### src/rtl/sha256_msg_schedule.sv
// SHA-256 message schedule: loads one 512-bit block as sixteen 32-bit words
// into a sliding 16-word window. It then emits W[0..63], one word per enabled
// clock, together with the round index for the compression stage.
module sha256_msg_schedule #(
    parameter int NUM_ROUNDS = 64
) (
    input  logic        clk,
    input  logic        rst,
    input  logic        start,
    input  logic [31:0] in_word,
    input  logic        in_valid,
    input  logic        round_en,
    output logic [31:0] out_w,
    output logic [5:0]  out_k_num,
    output logic        out_valid,
    output logic        busy,
    output logic        done
);

    typedef enum logic [1:0] {
        IDLE = 2'd0,
        LOAD = 2'd1,
        RUN  = 2'd2,
        DONE = 2'd3
    } state_t;

    localparam logic [5:0] LAST_T = 6'(NUM_ROUNDS - 1);

    state_t      state_q, state_d;
    logic [31:0] win_q [16];
    logic [31:0] win_d [16];
    logic [3:0]  load_cnt_q, load_cnt_d;
    logic [5:0]  t_q, t_d;

    logic        shift_en;
    logic [31:0] fill_word;
    logic [31:0] next_w;

    function automatic logic [31:0] sigma0(input logic [31:0] x);
        return {x[6:0], x[31:7]} ^ {x[17:0], x[31:18]} ^ {3'b000, x[31:3]};
    endfunction

    function automatic logic [31:0] sigma1(input logic [31:0] x);
        return {x[16:0], x[31:17]} ^ {x[18:0], x[31:19]} ^ {10'b0, x[31:10]};
    endfunction

    // Next schedule word from the current window (win[0] holds W[t]).
    always_comb begin
        next_w = sigma1(win_q[14]) + win_q[9] + sigma0(win_q[1]) + win_q[0];
    end

    // Next-state logic. The window shifts down by one place either to take a
    // loaded word or to take a freshly expanded one. The last round does not
    // shift, so no word past W63 is ever produced.
    always_comb begin
        state_d    = state_q;
        load_cnt_d = load_cnt_q;
        t_d        = t_q;
        shift_en   = 1'b0;
        fill_word  = 32'd0;

        case (state_q)
            IDLE: begin
                if (start) begin
                    state_d    = LOAD;
                    load_cnt_d = 4'd0;
                end
            end
            LOAD: begin
                if (in_valid) begin
                    shift_en   = 1'b1;
                    fill_word  = in_word;
                    load_cnt_d = load_cnt_q + 4'd1;
                    if (load_cnt_q == 4'd15) begin
                        state_d = RUN;
                        t_d     = 6'd0;
                    end
                end
            end
            RUN: begin
                if (round_en) begin
                    if (t_q == LAST_T) begin
                        state_d = DONE;
                    end else begin
                        shift_en  = 1'b1;
                        fill_word = next_w;
                        t_d       = t_q + 6'd1;
                    end
                end
            end
            DONE: begin
                state_d = IDLE;
            end
            default: begin
                state_d = IDLE;
            end
        endcase

        for (int i = 0; i < 16; i++) begin
            win_d[i] = win_q[i];
        end
        if (shift_en) begin
            for (int i = 0; i < 15; i++) begin
                win_d[i] = win_q[i + 1];
            end
            win_d[15] = fill_word;
        end
    end

    // State, window and counters; reset discards any partial block.
    always_ff @(posedge clk or posedge rst) begin
        if (rst) begin
            state_q    <= IDLE;
            load_cnt_q <= 4'd0;
            t_q        <= 6'd0;
            for (int i = 0; i < 16; i++) begin
                win_q[i] <= 32'd0;
            end
        end else begin
            state_q    <= state_d;
            load_cnt_q <= load_cnt_d;
            t_q        <= t_d;
            for (int i = 0; i < 16; i++) begin
                win_q[i] <= win_d[i];
            end
        end
    end

    // Outputs come straight from registers or from a decode of the state.
    always_comb begin
        out_w     = win_q[0];
        out_k_num = t_q;
        out_valid = (state_q == RUN);
        busy      = (state_q == LOAD) || (state_q == RUN);
        done      = (state_q == DONE);
    end

endmodule

### config.mk
export PLATFORM = sky130hd
export DESIGN_NAME = sha256_msg_schedule
export DESIGN_NICKNAME = d
export VERILOG_FILES = /design/src/rtl/sha256_msg_schedule.sv
export SDC_FILE = /design/constraint.sdc
export NUM_CORES = 1
export LEC_CHECK = 0
export BUFFER_PORTS_ARGS = -buffer_cell sky130_fd_sc_hd__buf_2
export CAP_MARGIN = 15
export CORE_ASPECT_RATIO = 0.5
export CORE_MARGIN = 5
export CORE_UTILIZATION = 45
export CTS_CLUSTER_DIAMETER = 200
export DETAILED_ROUTE_END_ITERATION = 7
export PLACE_DENSITY = 0.7
export SLEW_MARGIN = 30
export SYNTH_ARGS = -nofsm -noshare
export SYNTH_HDL_FRONTEND = slang
export SYNTH_SLANG_ARGS = --single-unit
### constraint.sdc
create_clock -name clk -period 37.7 [get_ports clk]
set_input_delay 3.77 -clock clk [delete_from_list [all_inputs] [get_ports clk]]
set_output_delay 3.77 -clock clk [all_outputs]
set_load 0.01 [all_outputs]
# After elaboration in Yosys (flattened, before gate mapping)
# Cells that the tools add are included.
# classes
addsub	5
n_reduce_logical	7
bitwise	4
mux	22
n_eq_ne	11
# op_table
operator	n
32-bit adder	3
32-bit two-way mux	3
32-bit case mux with 2 select lines	1
32-bit bitwise XOR	2
32-bit by 22-bit bitwise XOR with 32-bit output	1
32-bit by 29-bit bitwise XOR with 32-bit output	1
6-bit two-way mux	4
6-bit case mux with 2 select lines	1
2-bit two-way mux	5
2-bit inequality test, second input constant	5
5-bit AND reduction	2
4-bit two-way mux	2
2-bit case mux with 4 select lines	1
4-bit case mux with 2 select lines	1
6-bit by 1-bit adder with 6-bit output, second input constant	1
6-bit equality test, second input constant	1
4-bit by 1-bit adder with 4-bit output, second input constant	1
2-bit equality test, second input constant	2
4-bit equality test, second input constant	1
2-bit nonzero test	2
1-bit two-way mux	3
3-bit AND reduction	1
2-bit by 1-bit equality test with 1-bit output, second input constant	1
2-bit logical NOT	1
3 further kinds	3
# word_totals
output_inout_bits	41
ff_bits	524
elab_cells	68
input_bits	37

# Logic depth before layout (Yosys ltp)
# logic_depth
ltp_word	8
depth_mapped	16
ltp_nobuf	15

# Least setup slack after synthesis
# No wires, ideal clock.
# synth_timing
path_kind	input to register
from	in round_en
to	reg win_q (netlist bit out_w[10])
required_ns	37.570
setup_ns	0.130
path_slack_ns	32.635
arrival_time_ns	4.935
path_stages	9
cell_sequence	inv_1 or2_1 buf_2 nand2_1 and2_1 buf_2 buf_2 clkbuf_1 o21ai_0
# synth_between
elab_chain_len	2
# synth_lines
element	line	source
start, declared	12	input logic round_en,
1-bit two-way mux	81	if (round_en) begin
1-bit case mux with 2 select lines	62	case (state_q)
end signal, assigned by index	124	win_q[i] <= win_d[i];
end, declared	30	logic [31:0] win_q [16];
# No other way between the ends.
# A chain may end at the register's enable or synchronous reset.

# Worst setup path in the final report
# layout_timing
from	in in_valid
to	reg win_q[17] (netlist name)
# layout_between
elab_chain_len	2
word_cells_on_any_way	4
cone_classes	mux (4)
# layout_lines
element	line	source
start, declared	11	input logic in_valid,
32-bit two-way mux or 1-bit two-way mux (tied branches)	70	if (in_valid) begin
32-bit case mux with 2 select lines or 1-bit case mux with 2 select lines (tied branches)	62	
# Parallel ways exist; a longest one is shown, timed or not.

==> impl_metrics.py <==
metrics = {
    "layout": {
        "n_antenna_cell": 0,
        "final_common_cell": "nand2_1",
        "drive_gt1_share_pct": 7.22,
        "nets": 2871,
        "fillers": 4928,
        "final_cell_mix": "1318 x nand2_1, 524 x dfrtp_1, 134 x o21ai_0",
        "synthToLayoutAreaGrowth_pct": 9.00,
    },
    "placement": {
        "post-dp-hpwl_um": 41400,
        "dp_slack_ns": 31.13,
        "gp_congestion": 0.936,
        "port_buffers": 77,
    },
    "synth": {
        "synth_edf_count": 0,
        "ys_types": 67,
        "synth_area_mm2": 0.0247,
        "synth-seq-cells": 524,
        "synth-warning-count": 0,
        "async_reset_ff_share_pct": 100,
        "netlist_instances": 2791,
        "synth_nets": 2928,
        "syn-mean-instance-area_um2": 8.87,
        "seq_area_frac_synth_pct": 53.0,
        "synthFlopType": "dfrtp_1",
    },
    "setup_path": {
        "critPathRequiredTime_ns": 38.17,
        "cp_max_fo": 160,
        "startpoint": "in_valid",
        "r2r-start": "win_q[33]$_DFFE_PP0P_",
        "path_class": "in -> reg",
        "cp.arrival_ns": 6.63,
        "critPathCapture": "win_q[17]$_DFFE_PP0P_",
        "worstSetupStartpointType": "input pin",
        "cp-end-kind": "register",
        "timing.reg2reg.setup_slack_ns": 33.16,
        "worstReg2RegEnd": "win_q[25]$_DFFE_PP0P_",
        "r2r_cells": 13,
    },
    "grt": {
        "use_met1_pct": 30.8,
        "first_global_vias": 17000,
        "met2_usage_pct": 30.4,
        "track_usage_pct": 20.4,
        "grt_remaining_overflow": 0,
        "antenna_found_initial": 0,
        "grt_start_max_net_pins": 259,
        "grt-busiest-layer": "met1",
        "grt.met3_usage_pct": 3.46,
        "grt_pass1_wl_um": 97200,
    },
    "cts": {
        "path_clk_slew_ns": 0.07,
        "cts.sinks": 524,
        "cts_max_level": 2,
        "cts_buffers": 49,
        "cts_root_buffer": "clkbuf_16",
        "cts_tree": "yes",
        "cts_hold_buf": 0,
        "insertion_delay_ns": 0.58,
        "ctsResizeCount": 0,
        "cts_buffer_depth": 3,
        "postCtsSetupBuffers": 0,
    },
    "timing": {
        "finalHoldViolations": 0,
        "fin_ws_ns": 31.54,
        "tightest_slew_ns": 0.932,
        "slew_violations": 0,
        "slew_headroom_pct": 37.8,
        "setup_tns_ns": 0,
        "period_share_pct": 16.3,
        "clock_skew_ns": 0.0150,
        "grt_setup_unrepaired": "no",
        "fmax_mhz": 162,
        "finalSetupViolations": 0,
        "min_period_ns": 6.16,
        "whs_ns": 0.457,
    },
    "die": {
        "start_util_pct": 45.8,
        "io_pins": 78,
        "die-area_mm2": 0.0601,
        "fp-row-count": 60,
        "fp.dieW_um": 342,
        "coreArea_mm2": 0.0541,
        "die_h_um": 176,
    },
    "routing": {
        "wl_um": 60600,
        "dr.pass1.iters": 7,
        "drc": 0,
        "vias": 17700,
        "vias_per_cell": 5.08,
        "drt_iter0_drc": 1752,
        "wl_per_cell_um": 17.4,
        "drtAntennaViolNets": 0,
    },
    "job": {
        "maxCapViolCount": 0,
    },
    "outcome": {
        "status": "finished, final reports clean",
    },
    "min_path": {
        "hold_path.class": "reg -> reg",
    },
}
==> critical path, cell delays in order <==
cell and delay (ns):
buf_2 0.14, and2_1 0.45, o21ai_4 0.30, buf_12 0.30, buf_16 0.42, buf_6 0.64, a22oi_1 0.19, o21ai_0 0.14
==> worst min-delay path by stage <==
| stage | start | endpoint | slack, ns | depth (start not counted) |
|---|---|---|---|---|
| 2_1_floorplan | win_q[68]$_DFFE_PP0P_ | win_q[100]$_DFFE_PP0P_ | 0.44 | 2 |
| 3_3_place_gp | win_q[191]$_DFFE_PP0P_ | win_q[223]$_DFFE_PP0P_ | 0.45 | 2 |
| 3_5_place_dp | win_q[391]$_DFFE_PP0P_ | win_q[423]$_DFFE_PP0P_ | 0.45 | 2 |
| 4_1_cts | win_q[9]$_DFFE_PP0P_ | win_q[41]$_DFFE_PP0P_ | 0.46 | 2 |
| 5_1_grt | win_q[236]$_DFFE_PP0P_ | win_q[268]$_DFFE_PP0P_ | 0.48 | 2 |
| 6_report | win_q[234]$_DFFE_PP0P_ | win_q[266]$_DFFE_PP0P_ | 0.46 | 2 |
==> logic make-up (layout without fill, tap and decap cells) <==
family	count (synthesis)	in the layout	share of synthesized area [%]
simple gates	1417	1417	22.2
xor+xnor	145	145	5.13
flops	524	524	53.0
buf+inv	335	316	5.90
compound gates	262	262	6.49
mux	8	8	0.359
fa+ha+maj	100	100	6.94
==> sequential cells by signal, summed over array words and instances (netlist names) <==
signal / count
win_q: 480
load_cnt_q: 4
out_k_num: 6
state_q: 2
out_w: 32
==> per-stage QoR <==
stage | area, um2 | std cells | utilization (%)
5_1_grt | 27000 | 3485 | 49.9
2_1_floorplan | 24700 | 2791 | -
3_3_place_gp | 25200 | 3394 | 46.7
6_report | 27000 | 3485 | 49.9
4_1_cts | 26900 | 3483 | 49.8
3_5_place_dp | 25200 | 3394 | 46.7
==> per-layer routing <==
layer	wire length [um]	vias up	share of wire [%]
met2	26200	401	43
li1	-	8502	-
met3	3430	103	5.6
met4	2000	0	3.3
met1	29000	8691	48
met5	0	-	0
==> final cells by class <==
| cell class | count | area, um2 | area share, % |
|---|---|---|---|
| tap | 713 | 892 | 3.31 |
| multi-input combinational | 1932 | 10200 | 37.8 |
| clock inverter | 21 | 239 | 0.886 |
| timing repair buffer | 93 | 589 | 2.18 |
| sequential | 524 | 13100 | 48.6 |
| inverter | 134 | 515 | 1.91 |
| clock buffer | 68 | 1440 | 5.33 |
==> synthesized netlist by cell type (all sizes together), types with 11 or more instances <==
master | count | area (um2)
ha | 38 | 475
buf | 114 | 631
nand2 | 1320 | 4960
clkbuf | 87 | 327
and3 | 12 | 75.1
inv | 134 | 503
a21oi | 41 | 213
xnor2 | 82 | 718
fa | 62 | 1240
dfrtp | 524 | 13100
a22oi | 15 | 113
nand3 | 18 | 95.1
nor2 | 28 | 105
xor2 | 63 | 552
o21ai | 141 | 709
nor3 | 11 | 55.1
Power is not shown: default switching activity piles up to over one toggle a cycle in this logic, so the estimate is an artifact.
